### src/rtl/br_pkg.sv
// Shared definitions for the branch resolution unit: branch funct3 encodings
// and the 2-bit bimodal counter state.
package br_pkg;

    localparam logic [2:0] F3_BEQ  = 3'b000;
    localparam logic [2:0] F3_BNE  = 3'b001;
    localparam logic [2:0] F3_BLT  = 3'b100;
    localparam logic [2:0] F3_BGE  = 3'b101;
    localparam logic [2:0] F3_BLTU = 3'b110;
    localparam logic [2:0] F3_BGEU = 3'b111;

    typedef enum logic [1:0] {
        SNT = 2'b00,
        WNT = 2'b01,
        WT  = 2'b10,
        ST  = 2'b11
    } bht_state_e;

endpackage

### src/rtl/br_bht.sv
// Bimodal branch history table: one combinational read port for fetch and one
// saturating-counter write port for execute; reset puts every entry at WNT.
module br_bht
    import br_pkg::*;
#(
    parameter int ENTRIES = 16,
    parameter int IDX_W   = 4
) (
    input  logic             clk,
    input  logic             reset,
    input  logic [IDX_W-1:0] rd_idx,
    output logic             rd_taken,
    input  logic             wr_en,
    input  logic [IDX_W-1:0] wr_idx,
    input  logic             wr_taken
);

    bht_state_e entries_q [ENTRIES];

    function automatic bht_state_e sat_update(input bht_state_e s, input logic taken);
        bht_state_e n;
        case (s)
            SNT:     n = taken ? WNT : SNT;
            WNT:     n = taken ? WT  : SNT;
            WT:      n = taken ? ST  : WNT;
            default: n = taken ? ST  : WT;
        endcase
        return n;
    endfunction

    always_ff @(posedge clk) begin
        if (reset) begin
            for (int i = 0; i < ENTRIES; i++) begin
                entries_q[i] <= WNT;
            end
        end else if (wr_en) begin
            entries_q[wr_idx] <= sat_update(entries_q[wr_idx], wr_taken);
        end
    end

    // No write-to-read bypass: a same-index lookup sees the pre-update state.
    assign rd_taken = entries_q[rd_idx][1];

endmodule

### src/rtl/br_unit.sv
// Execute-stage branch resolution: drives the brc signedness select, resolves
// taken/mispredict from brc flags, trains the BHT and counts branches.
module br_unit
    import br_pkg::*;
#(
    parameter int BHT_ENTRIES = 16
) (
    input  logic        i_clk,
    input  logic        i_reset,
    input  logic [31:0] i_f_pc,
    output logic        o_f_pred_taken,
    input  logic        i_ex_valid,
    input  logic        i_ex_is_br,
    input  logic [2:0]  i_ex_funct3,
    input  logic [31:0] i_ex_pc,
    input  logic        i_ex_pred_taken,
    output logic        o_br_un,
    input  logic        i_br_less,
    input  logic        i_br_equal,
    output logic        o_ex_taken,
    output logic        o_ex_mispredict,
    output logic        o_ex_illegal,
    output logic [31:0] o_br_count,
    output logic [31:0] o_mispred_count
);

    localparam int IDX_W = $clog2(BHT_ENTRIES);

    logic             br_valid;
    logic             cond_taken;
    logic             rsvd_funct3;
    logic             act;
    logic [IDX_W-1:0] f_idx;
    logic [IDX_W-1:0] ex_idx;
    logic             unused_pc_bits;

    always_comb begin
        o_br_un     = 1'b0;
        cond_taken  = 1'b0;
        rsvd_funct3 = 1'b0;
        case (i_ex_funct3)
            F3_BEQ:  cond_taken = i_br_equal;
            F3_BNE:  cond_taken = ~i_br_equal;
            F3_BLT: begin
                cond_taken = i_br_less;
                o_br_un    = 1'b1;
            end
            F3_BGE: begin
                cond_taken = ~i_br_less;
                o_br_un    = 1'b1;
            end
            F3_BLTU: cond_taken = i_br_less;
            F3_BGEU: cond_taken = ~i_br_less;
            default: rsvd_funct3 = 1'b1;
        endcase
    end

    // Outputs are quiet unless a valid branch is present; illegal branches never resolve.
    assign br_valid        = i_ex_valid & i_ex_is_br;
    assign o_ex_illegal    = br_valid & rsvd_funct3;
    assign act             = br_valid & ~rsvd_funct3;
    assign o_ex_taken      = act & cond_taken;
    assign o_ex_mispredict = act & (cond_taken != i_ex_pred_taken);

    assign f_idx  = i_f_pc[IDX_W+1:2];
    assign ex_idx = i_ex_pc[IDX_W+1:2];
    assign unused_pc_bits = ^{i_f_pc[31:IDX_W+2], i_f_pc[1:0],
                              i_ex_pc[31:IDX_W+2], i_ex_pc[1:0]};

    br_bht #(
        .ENTRIES (BHT_ENTRIES),
        .IDX_W   (IDX_W)
    ) u_bht (
        .clk      (i_clk),
        .reset    (i_reset),
        .rd_idx   (f_idx),
        .rd_taken (o_f_pred_taken),
        .wr_en    (act),
        .wr_idx   (ex_idx),
        .wr_taken (cond_taken)
    );

    always_ff @(posedge i_clk) begin
        if (i_reset) begin
            o_br_count      <= '0;
            o_mispred_count <= '0;
        end else if (act) begin
            o_br_count <= o_br_count + 32'd1;
            if (o_ex_mispredict) begin
                o_mispred_count <= o_mispred_count + 32'd1;
            end
        end
    end

endmodule

### config.mk
export PLATFORM = sky130hd
export DESIGN_NAME = br_unit
export DESIGN_NICKNAME = d
export VERILOG_FILES = /design/src/rtl/br_pkg.sv /design/src/rtl/br_bht.sv /design/src/rtl/br_unit.sv
export SDC_FILE = /design/constraint.sdc
export NUM_CORES = 1
export LEC_CHECK = 0
export CORE_MARGIN = 5
export CORE_UTILIZATION = 30
export DETAILED_ROUTE_END_ITERATION = 12
export DONT_BUFFER_PORTS = 1
export PLACE_DENSITY = 0.47
export SLEW_MARGIN = 20
export SYNTH_ARGS = -nofsm -noshare
export SYNTH_HDL_FRONTEND = slang
export SYNTH_SLANG_ARGS = --single-unit
### constraint.sdc
create_clock -name i_clk -period 1.8 [get_ports i_clk]
set_input_delay 0.27 -clock i_clk [delete_from_list [all_inputs] [get_ports i_clk]]
set_output_delay 0.27 -clock i_clk [all_outputs]
set_load 0.1 [all_outputs]
# After elaboration in Yosys (flattened, before gate mapping)
# Memory sizes are Yosys's and may differ from the RTL's.
# Index checks and enable logic that the tools add are counted.
# W data, S select, Z words.
# word_totals
register_bits	64
latch_bits	0
mem_bits_rw	32
mem_bits_ro	0
inputBits	74
out_inout_bits	69
wordCells	46
n_memories	1
# classes
add_sub_neg	2
multipliers	0
div	0
n_lt_le_gt_ge	0
n_eq_ne	8
shifts	0
mux	18
bitwise_logic	7
reduce_logical	8
# mem_list
memory	depth	word_bits	rd	rd_ports_with_merged_regs	wr	line	source
u_bht.entries_q	16	2	2	0	16	br_bht.sv:18	bht_state_e entries_q [ENTRIES];
# ops
operator	n
$add A32 B1 Y32 const B	2
$eq A3 B3 Y1 const B	4
$mux W1	10
$mux W2	5
$reduce_or A2 Y1	4
$pmux W2 S3	1
$reduce_or A6 Y1	1
$and A1 B1 Y1	5
$mux W4	1
$pmux W1 S4	1
$eq A3 B1 Y1 const B	1
$logic_not A3 Y1	1
$eq A2 B1 Y1 const B	1
$eq A2 B2 Y1 const B	1
$logic_not A2 Y1	1
$not A1 Y1	2
$reduce_and A2 Y1	1
$ne A1 B1 Y1	1

# Depth between registers and ports, before layout
# Gate-level depths: netlist of the first run.
# depth
word_depth	8
depth_mapped	7
ltp_nobuf	6

# Cells and area by module
# Synthesis of the first run repeated with hierarchy kept, for this count alone.
# unflattened
hier_cells	531
area_unflattened_um2	4934.7
# by_module_without_submodules
module	instances	cells_per_inst	area_per_inst_um2
br_unit	1	382	3106.7
br_bht	1	149	1828.0

# Worst setup path before layout of the first run
# Ideal clock, no wire load.
# synth_path
kind	input port to output port
start	input i_ex_funct3[0]
end	output o_ex_mispredict
arrival_time_ns	2.469
required_ns	1.530
setup_slack_ns	-0.939
cell_stages	6
path_buffers	2
path_cell_list	xor2_1 -> a22oi_2 -> xor2_2 -> buf_4 -> buf_4 -> nor2_1
# synth_between
elab_chain_cells	5
word_cells_on_any_way	13
# synth_lines
element	line	source
from (decl)	br_unit.sv:14	input logic [2:0] i_ex_funct3,
$eq A3 B3 Y1	br_unit.sv:41	case (i_ex_funct3)
$reduce_or A2 Y1 (no source line)	-	
$pmux W1 S4	br_unit.sv:41	
$ne A1 B1 Y1	br_unit.sv:63	assign o_ex_mispredict = act & (cond_taken != i_ex_pred_taken);
$and A1 B1 Y1 *	br_unit.sv:63	
to (decl)	br_unit.sv:21	output logic o_ex_mispredict,
# Mark *: on every way between the ends. The rest lies on a longest branch, timed or not.

==> results.txt, run 1 <==
The total power per unit cell area came out at around 670 nW/um^2. Summed over all layers, the routed wires come to 13850 microns. The total negative slack came out at -4.794 ns. The number of register bits inferred by synthesis came out at 96.

The via count of the first global-routing pass is 4394. The checks that failed: negative setup slack. CTS placed an instance of clkbuf_16 at the clock tree root. For flop-to-flop paths, the worst setup slack is -0.18 ns. The maximum operating frequency came out at 452.2 MHz. The final weighted congestion of routability-driven global placement came out at between 0.7 and 0.8. The commonest cells after synthesis are 64 x dfxtp_1, 57 x nor2_1, 55 x nand2_1, 32 x edfxtp_1, 31 x nand3_1.

The total die area came out at just under 20000 sq um. The total of warnings raised by yosys came out at 0. The worst hold-check slack is 0.08537 ns. The category of the worst setup path launch point is a flip-flop. The portion of the clock cycle consumed by the worst path in the final layout came out at 122.9%. In this run the worst hold path is classified as primary input to flip-flop.

The number of setup violations in the final report came out at 33. The number of max-slew violations in the final report came to 0. The overall track demand over capacity in global routing came out at 14.45%. The net count after synthesis is 601.

The wire-length estimate of the detail-placed layout is roughly 10000 microns. The largest fanout on the critical path is 2. The number of nets with antenna violations after routing came out at 0.

The total via count after detailed routing is 4380. Compared with the post-synthesis result, the final layout area differs by 37.41%. In the synthesized netlist the async set-or-reset flop fraction comes to 0%.

The residual DRC count came out at 0. The final antenna diode count came out at 0. Setup repair after global routing could not meet its margin everywhere. The number of clock buffers added by TritonCTS is 9.

The required time of the critical path came out at 1.53 ns. The clock tree synthesis step divided the H-tree into 3 levels. In this run the vertical extent of the chip is 139.2 microns.

Ranked by total cell area, the synthesized netlist is headed by dfxtp_1 26%, edfxtp_1 19%, mux4_2 5.8%, nor2_1 4.3%, nand2_1 4.1%. The I/O pin count is around 140. In the synthesized netlist the dominant register cell turns out to be dfxtp_1. The count of final hold-check violations is 0. The clock latency on the worst-skew pair came out at 0.35 ns. The largest area contributor in the netlist is dfxtp_1. The fraction of synthesized cell area taken by the top area cell type is about 26%. The core region is 16470 sq um. On the final layout, the worst clock skew is about 0.013 ns. In the post-synthesis netlist, the cell with the most instances is dfxtp_1.

The total overflow left after global routing is 0. The number of antenna violations at the first check in global routing is 0. The mapped netlist covers approximately 5000 sq um.

The number of vias per cell after detailed routing is 5.153. The worst register-to-register path begins at u_bht.entries_q[0][1]. The critical path is of the flip-flop to output pin type. Clock-pin slew was measured on the worst setup and hold paths at 0.07 ns. The tool flagged a number of max-cap violations equal to 0. The share of layout cells above drive strength 1 is between 40 and 50%. For the finished layout, the period the worst path requires is 2.211 ns. The startpoint identified for the worst hold timing path is i_reset. The transition time at the pin with the least slew margin is around 0.50 ns.

The capturing element type of the critical path is an output pin. The peak supply drop is 411.2 uV. The clock sink count came out at 96. The initial utilization of the core area, before any placement, comes to 30.43%.

At the worst endpoint, the arrival time is 1.94 ns. The register area share after synthesis is 44.76%. The die is 139.2 microns wide.

The number of fill cells came out at about 1600. The most critical setup path has its endpoint at o_f_pred_taken. The count of input and output buffers is 0. The pin count of the biggest net entering global routing is 45.

The logic depth of the worst register-to-register path is 6. The overall power after layout is approximately 4.6 mW. The unique cell type count in the Yosys netlist is 46. The capture point of the worst reg-to-reg path is u_bht.entries_q[11][1]. The synthesized area per cell is 9.542 sq um.

The number of flops mapped to enable cells by yosys came out at 32. The post-place setup slack is -0.2171 ns. Summed over all cells, the static leakage comes to 2.422 nW. The worst setup margin is -0.4114 ns. The number of core rows is 47.

The detailed router finished its first iteration with 262 violations. The beginning of the critical path is u_bht.entries_q[11][1]. The number of cells on the worst hold path came out at 2. TritonCTS built the clock tree.

The worst relative slew slack is 66.29%. The detail-routed net length per standard cell came out at between 15 and 20 microns. The wire length of the first global-routing pass came out at 22860 microns. The number of search-and-repair iterations in the first detailed-routing pass is 4. The run finished, with violations left. The final net count is 701. The post-layout utilization of the core is 41.81%.

The maximum root-to-sink buffer count is 2. The synthesized instance count came out at 525.
stage by stage:
stage | cells | instance area, sq um
finish | 850 | 6884
global route | 850 | 6884
CTS | 847 | 6740
detailed placement | 825 | 6357
global placement | 825 | 6357
floorplan | 525 | 5359
layer usage:
layer  GRT usage [%]  routed length, microns  vias to the layer above
met3           5.009                     963                       11
li1                -                       -                     2147
met5               0                       0                        -
met2           24.10                    6775                       96
met1           17.87                    5954                     2126
met4           3.862                     152                        0
flip-flops by register name, indices dropped and copies added, names as in the netlist:
register and count:
u_bht.entries_q 32, o_mispred_count 32, o_br_count 32
final cells by class:
| cell class | count | area [sq um] | area share, % |
|---|---|---|---|
| Inverter | 10 | 37.54 | 0.5453 |
| Timing Repair Buffer | 120 | 1001 | 14.54 |
| Sequential cell | 96 | 2410 | 35.01 |
| Clock inverter | 7 | 46.29 | 0.6725 |
| Multi-Input combinational cell | 388 | 2889 | 41.97 |
| Tap cell | 220 | 275.3 | 3.999 |
| Clock buffer | 9 | 225.2 | 3.272 |
critical path, cell delays in order, from the launching register on:
cell and delay, ns:
edfxtp_1 0.40, mux4_2 0.50, mux4_2 0.51, buf_12 0.19
what timing repair did:
item                                    in CTS  in global routing
endpoints found under the hold margin       35                  0
hold buffers                                 1                  0
pin swaps                                   10                  9
cloned                                       2                  1
endpoints found under the setup margin      34                 44
setup buffers                                3                  2
resized for setup                           14                 26
worst min path at each step:
stage / endpoint / slack, ns
2_1_floorplan: o_br_count[21] / 0.43
3_3_place_gp: o_br_count[24] / 0.34
3_5_place_dp: o_br_count[26] / 0.34
4_1_cts: o_br_count[23] / 0.06
5_1_grt: o_br_count[25] / 0.08
6_report: o_br_count[25] / 0.09
report_power, final:
part	internal (mW)	switching, mW	total [mW]
registers	2.20	0.0119	2.21
clock network	0.936	0.882	1.82
logic	0.226	0.343	0.569
cell usage in the layout (no fill, tap or decap), drive strengths merged, types with 10 or more instances in the layout:
cell type / synthesis / final
buf: 13 / 120
nand4: 25 / 25
dfxtp: 64 / 64
o311ai: 13 / 13
mux2: 12 / 12
or4: 10 / 10
nor2: 57 / 57
inv: 9 / 10
nor4: 14 / 14
xor2: 19 / 19
nand2: 55 / 55
edfxtp: 32 / 32
nand2b: 11 / 11
or2: 14 / 14
a21oi: 16 / 16
o41ai: 13 / 13
nor2b: 19 / 19
nand3: 31 / 31
mux4: 13 / 13
o21ai: 12 / 12
cell families after synthesis:
logic type      count (synthesis)  share of synthesized area (%)
simple gates                  270                          28.50
flops                          96                          44.76
compound gates                 66                          9.241
buf+inv                        42                          3.971
mux                            25                          8.541
xor+xnor                       22                          3.996
fa+ha+maj                       4                         0.9988
Note: power is estimated with default switching activity, not from simulation.
==> inputs of run 2 (changes only) <==
- REMOVE_ABC_BUFFERS: default -> 1
==> run 2 against run 1 <==
Compared with the run above:
- the flow still finishes with violations (negative setup slack)
- power increased by 8.1%
- clock skew decreased by 0.0059 ns
- clock power increased by 12%
- setup slack got worse by 0.016 ns
- cell area increased by 2.6%
- largest power group unchanged
- via count increased by 3.4%
==> results.txt, run 2 (synthesized netlist as in run 1, its figures left out) <==
The clock-pin slew of the registers on the worst-case setup and hold paths came to 0.07 ns (about the same). The detail-routed net length per standard cell is 17.53 microns (+7.6%). The number of nets with antenna violations after routing is 0 (unchanged). The post-layout minimum cycle time came to 2.228 ns (+0.01625 ns).

The startpoint of the tightest hold check path is i_reset. The starting density of the core came out at 30.43% (unchanged). The global route total overflow was 0 (unchanged). The total negative slack was -6.490 ns (-1.697 ns). The worst hold-check slack is 0.09331 ns (+0.007945 ns). The I/O pin count is 143 (unchanged). The count of max-cap constraint violations came to 0 (unchanged). The number of non-filler instances in the completed layout is 860 (+1.2%). The number of core rows came out at 47 (unchanged). The maximum operating frequency is 448.9 MHz (-0.73%). The transition time at the pin with the least slew margin is 0.4990 ns (-0.004870 ns). The clock sink count came out at 96 (unchanged). The run finished, with violations left. The category of the worst setup path launch point is a flip-flop. The die height is 139.2 microns (unchanged). The total die area came out at 19380 sq um (unchanged).

The largest fanout on the critical path is 2 (unchanged). TritonCTS built the clock tree. The worst setup path is of the flip-flop to output pin kind. The number of placed instances, taps included is 823 (-0.24%). The post-route clock skew came out at 0.007324 ns (-0.005855 ns). The floorplan core area came to 16470 sq um (unchanged).

The total area of sequential cells is 2258 sq um (-6.3%). The worst relative slew slack came out at 66.61% (+0.33 points). From synthesis to final layout, the design area changed by 40.96%.

The placed standard-cell area is 6071 sq um (-4.5%). The violation count after the first detailed-routing iteration was 205 (-22%). The total clock buffers created by CTS came to 9 (unchanged). The final net count is 712 (+1.6%). The startpoint identified for the worst register-to-register timing path is u_bht.entries_q[3][1].

The final antenna diode count came out at 0 (unchanged). The cell sitting at the root of the clock tree is a clkbuf_16. The beginning of the critical path is u_bht.entries_q[12][1]. The H-tree level count came out at 3 (unchanged). The number of vias per cell after detailed routing is 5.264 (+2.2%). The final weighted congestion of routability-driven global placement came to 0.7952 (+0.73%). The overall track demand over capacity in global routing came out at 15.04% (+0.59 points). The portion of the clock cycle consumed by the worst path in the final layout came to 123.8% (+0.90 points).

The peak supply drop is 363.0 uV (-12%). The cell area after layout is 7062 sq um (+2.6%). The maximum root-to-sink buffer count is 2 (unchanged).

The half-perimeter wire length of the detailed placement result is 9757 microns (-1.4%). The residual DRC count was 0 (unchanged). The library cell used most frequently in the layout, excluding fill and tap cells, is buf_4. The standby leakage power is 2.556 nW (+5.6%). The arrival time of the worst setup path was 1.96 ns (+0.02 ns). The wire length of the first global-routing pass is 23560 microns (+3.0%). The pin count of the biggest net entering global routing came to 46 (+2.2%). Setup repair after global routing could not meet its margin everywhere. The share of layout cells above drive strength 1 is 40.00% (-4.6 points). STA classifies the critical path endpoint as an output pin.

The required time of the critical path is 1.53 ns (about the same). The checks that failed: negative setup slack. The largest registers in the layout are o_br_count: 32 flops, o_mispred_count: 32 flops, u_bht.entries_q: 32 flops. The number of search-and-repair iterations in the first detailed-routing pass came out at 4 (unchanged). The number of fill cells is 1606 (-0.50%). The total power per unit cell area came out at 703.8 nW/um^2 (+5.4%). The library cells used most frequently in the layout, excluding fill and tap cells, are 110 x buf_4, 55 x dfxtp_1, 51 x nand2_1. The worst setup margin came out at -0.4277 ns (-0.01625 ns). The count of input and output buffers was 0 (unchanged). The count of final hold-check violations is 0 (unchanged). The area of the multi-input gates came out at 3003 sq um (+3.9%). The number of max-slew violations in the final report is 0 (unchanged). The total via count after detailed routing is 4527 (+3.4%). The floorplan die width is 139.2 microns (unchanged). The post-place setup slack came out at -0.3007 ns (-0.08363 ns). The clock latency on the worst-skew pair came to 0.34 ns (about the same). The tightest min-delay check is of the primary input to flip-flop type. The via count of the first global-routing pass is 4543 (+3.4%). The number of setup violations in the final report came to 33 (unchanged). The number of antenna violations at the first check in global routing is 0 (unchanged). The total wirelength of the detailed-routed design is 15070 microns (+8.9%).
## run 2: cell types whose count changed in the layout (fill, tap and decap cells not counted), moves of 3 or more
| cell | before | now |
|---|---|---|
| buf_4 | 104 | 110 |
| dfxtp_4 | 38 | 2 |
| nor2_4 | 3 | 8 |
| o311ai_0 | 0 | 3 |
| nor4_4 | 5 | 8 |
| nor2_1 | 48 | 42 |
| buf_12 | 6 | 11 |
| dfxtp_1 | 6 | 55 |
| dfxtp_2 | 20 | 7 |
| o311ai_1 | 11 | 5 |
## run 2: metal layers
| layer | GRT usage, % | up-vias | wire length, microns |
|---|---|---|---|
| met3 | 4.563 | 24 | 1008 |
| met4 | 6.746 | 0 | 384 |
| met1 | 18.23 | 2224 | 6332 |
| li1 | - | 2169 | - |
| met5 | 0 | - | 0 |
| met2 | 24.66 | 110 | 7347 |
## run 2: worst max-delay path, stage by stage, from the launching register on
cell	delay [ns]
edfxtp_1	0.41
mux4_2	0.49
mux4_2	0.52
buf_12	0.19
## run 2: per-stage QoR
step                      power [mW]  utilization (%)
after global routing           5.175            42.89
after detailed placement       2.810            36.87
final                          4.970            42.89
after CTS                      4.951            40.21
after global placement         2.799            36.87
after floorplan                2.594                -
## run 2: repair_timing
item                                   in CTS  in global routing
setup endpoints to repair                  56                 66
endpoints found under the hold margin      30                  0
hold buffers                                2                  0
pin swaps                                  11                 36
setup buffers                               8                 11
resized for setup                          21                 93
cloned                                      2                  1
## run 2: cell type report
type                       count  share of cell area (%)
clock inverter                 3                  0.5493
inverter                      10                  0.5315
clock buffer                  12                   3.933
timing repair buffer         131                   16.58
tap                          220                   3.898
sequential                    96                   31.98
multi-input combinational    388                   42.52
## run 2: where the power goes
group / switching (mW) / internal [mW] / leakage, nW / total (mW)
logic: 0.403 / 0.272 / 1.60 / 0.676
registers: 0.0118 / 2.25 / 0.798 / 2.26
clock network: 0.807 / 1.22 / 0.161 / 2.03
## run 2: final timing paths
path                                 to  slack [ns]  depth (start not counted)
hold reg to reg     o_mispred_count[29]        0.53                          2
setup reg to reg  u_bht.entries_q[5][1]       -0.25                          6
hold / removal           o_br_count[25]        0.09                          2
setup / recovery         o_f_pred_taken       -0.43                          3
==> inputs of run 3 (changes only) <==
- CTS_CLUSTER_DIAMETER: default -> 200
- PLACE_DENSITY: 0.47 -> default
==> run 3 against run 2 <==
Compared with the run above:
- the flow still finishes with violations (negative setup slack)
- global-route usage increased by 0.42 points
- highest routed layer unchanged
- clock skew increased by 0.00061 ns
- final cell count increased by 0.47%
- register-to-register slack about the same
- non-clock buffer count increased by 2
- die area unchanged
- core utilization increased by 1.5 points
- cell area increased by 3.4%
- sequential power about the same
- sequential share of layout area decreased by 0.95 points
- power increased by 2.1%
- fmax increased by 0.48%
==> results.txt, run 3 (synthesized netlist as in run 1, its figures left out) <==
The portion of the clock cycle consumed by the worst path in the final layout was 123.2% (-0.59 points). The starting density of the core is 30.43% (unchanged). The number of antenna violations at the first check in global routing is 0 (unchanged). The number of search-and-repair iterations in the first detailed-routing pass is 5 (+1). The total clock buffers created by CTS is 9 (unchanged).

The most common library cell in the layout ignoring fill and taps is buf_4. The post-layout utilization of the core is 44.35% (+1.5 points). The total die area came out at 19380 sq um (unchanged). In this run the worst setup path begins at u_bht.entries_q[10][1]. The I/O pin count came out at 143 (unchanged).

The checks that failed: negative setup slack. The final net count came out at 715 (+0.42%). The wire length of the first global-routing pass is 24350 microns (+3.4%).

In the final layout, the registers with the most flip-flops are o_br_count: 32 flops, o_mispred_count: 32 flops, u_bht.entries_q: 32 flops. The total buffers and inverters traversed by the critical path is 1 (unchanged). The half-perimeter wire length of the detailed placement result came out at 9907 microns (+1.5%). The floorplan die width was 139.2 microns (unchanged).

Walking the worst path, the cells encountered are mux4_2, mux4_2, buf_12. The detail-routed net length per standard cell came out at 18.13 microns (+3.4%). In the layout the commonest cells are 105 x buf_4, 49 x nand2_1, 45 x dfxtp_1. The flow ran to the end, but the final reports show violations.

The number of core rows was 47 (unchanged). The number of vias per cell after detailed routing came to 5.308 (+0.83%). The met3 usage in global routing came out at 3.979% (-0.58 points). The floorplan core area is 16470 sq um (unchanged). The startpoint of the tightest hold check path is i_reset.

The number of max-slew violations in the final report came out at 0 (unchanged). The residual DRC count came out at 0 (unchanged). The count of input and output buffers is 0 (unchanged). The post-layout minimum cycle time came out at 2.217 ns (-0.01057 ns). The post-route clock skew came out at 0.007938 ns (+0.0006142 ns). By startpoint and endpoint, the worst setup path is classified as flip-flop to output pin. The arrival time of the worst setup path came to 1.95 ns (about the same).

The count of final hold-check violations is 0 (unchanged). The classification of the worst-slack hold path is primary input to flip-flop. The total via count after detailed routing came out at 4586 (+1.3%).

The maximum operating frequency came out at 451.0 MHz (+0.48%). In this run the most used layer during global routing was met2. The met2 track demand over resource is 25.80% (+1.1 points). The global route total overflow came out at 0 (unchanged).

Setup repair after global routing could not meet its margin everywhere. The peak supply drop is 434.2 uV (+20%). The worst relative slew slack came out at 65.81% (-0.81 points).

In this run the critical register-to-register path is launched from u_bht.entries_q[3][1]. The family with the most delay on the worst path is multiplexers. The number of nets with antenna violations after routing is 0 (unchanged). The met1 routing resource usage after global routing came out at 19.06% (+0.82 points). The placed standard-cell area is 6068 sq um (about the same). The total negative slack came out at -7.322 ns (-0.8315 ns).

The signed area change from the synthesized netlist to the final layout is 45.78%. The clock tree from TritonCTS is built. The violation count after the first detailed-routing iteration was 129 (-37%). The cell area after layout came out at 7303 sq um (+3.4%).

The count of max-cap constraint violations is 0 (unchanged). STA classifies the critical path startpoint as a flip-flop. The number of fill cells is 1582 (-1.5%). The H-tree level count came to 3 (unchanged). The worst setup margin was -0.4171 ns (+0.01057 ns). The via count of the first global-routing pass is 4711 (+3.7%).

The clock sink count came out at 96 (unchanged). The share of layout cells above drive strength 1 was 44.25% (+4.3 points). The pin count of the biggest net entering global routing is 73 (+59%). The maximum root-to-sink buffer count is 2 (unchanged). The number of setup violations in the final report is 34 (+3.0%). The transition time at the pin with the least slew margin is 0.5129 ns (+0.01396 ns).

The critical path's largest stage delay was 0.50 ns (-0.02 ns). The overall power after layout is 5.073 mW (+2.1%). CTS placed an instance of clkbuf_16 at the clock tree root.

The clock latency on the worst-skew pair is 0.35 ns (about the same). For this design, the slowest cell found on the critical path is mux4_2. The standby leakage power is 2.694 nW (+5.4%). The largest fanout on the critical path is 2 (unchanged). The clock-pin slew of the registers on the worst-case setup and hold paths was 0.07 ns (about the same). The die height is 139.2 microns (unchanged).

The final weighted congestion of routability-driven global placement came out at 0.8221 (+3.4%). The worst setup path is captured at an output pin. The final antenna diode count is 0 (unchanged). The total power per unit cell area was 694.6 nW/um^2 (-1.3%). The required time of the critical path is 1.53 ns (about the same). The overall track demand over capacity in global routing was 15.46% (+0.42 points). The total wirelength of the detailed-routed design is 15660 microns (+3.9%). By instance count, the cell type seen most on the critical path is mux4_2.
[run 3: cell count changes in the layout (fill, tap and decap cells not counted), sizes merged]
cell    before  now
buf        129  131
bufbuf       0    1
nand4       25   26
[run 3: final cells by class]
| type | count | area (sq um) | area share (%) |
|---|---|---|---|
| sequential | 96 | 2266 | 31.03 |
| timing repair buffer | 133 | 1215 | 16.64 |
| inverter | 10 | 37.54 | 0.5140 |
| clock inverter | 3 | 43.79 | 0.5996 |
| clock buffer | 13 | 291.5 | 3.992 |
| tap | 220 | 275.3 | 3.769 |
| multi-input combinational | 389 | 3174 | 43.46 |
[run 3: path summary, 6_finish.rpt]
| kind | slack, ns | cells past startpoint | to |
|---|---|---|---|
| hold / removal | 0.02 | 1 | o_mispred_count[5] |
| setup / recovery | -0.42 | 3 | o_f_pred_taken |
| setup reg to reg | -0.25 | 6 | u_bht.entries_q[5][1] |
| hold reg to reg | 0.57 | 2 | o_mispred_count[26] |
[run 3: power by group]
| group | leakage [nW] | switching (mW) | internal (mW) |
|---|---|---|---|
| Sequential | 0.802 | 0.0122 | 2.25 |
| Combinational | 1.72 | 0.397 | 0.276 |
| Clock | 0.167 | 0.855 | 1.28 |
[run 3: timing repair]
action / 4_1_cts / 5_1_grt
endpoints found under the hold margin: 7 / 0
endpoints found under the setup margin: 63 / 74
gates resized for setup: 77 / 86
pin swaps: 30 / 35
cloned: 4 / 0
hold buffers: 1 / 0
setup buffers: 11 / 15
[run 3: layer usage]
| layer | wire length, microns | share of wire (%) |
|---|---|---|
| met3 | 968 | 6.2 |
| met4 | 428 | 2.7 |
| met1 | 6547 | 42 |
| met5 | 0 | 0 |
| met2 | 7716 | 49 |
[run 3: per-stage QoR]
step	cells	worst slack [ns]	hold WS, ns
floorplan	493	-1.054	0.3391
global placement	821	-0.3092	0.3550
detailed placement	821	-0.3339	0.3581
CTS	852	-0.4423	0.002602
global route	864	-0.4653	-0.004056
finish	864	-0.4171	0.01914
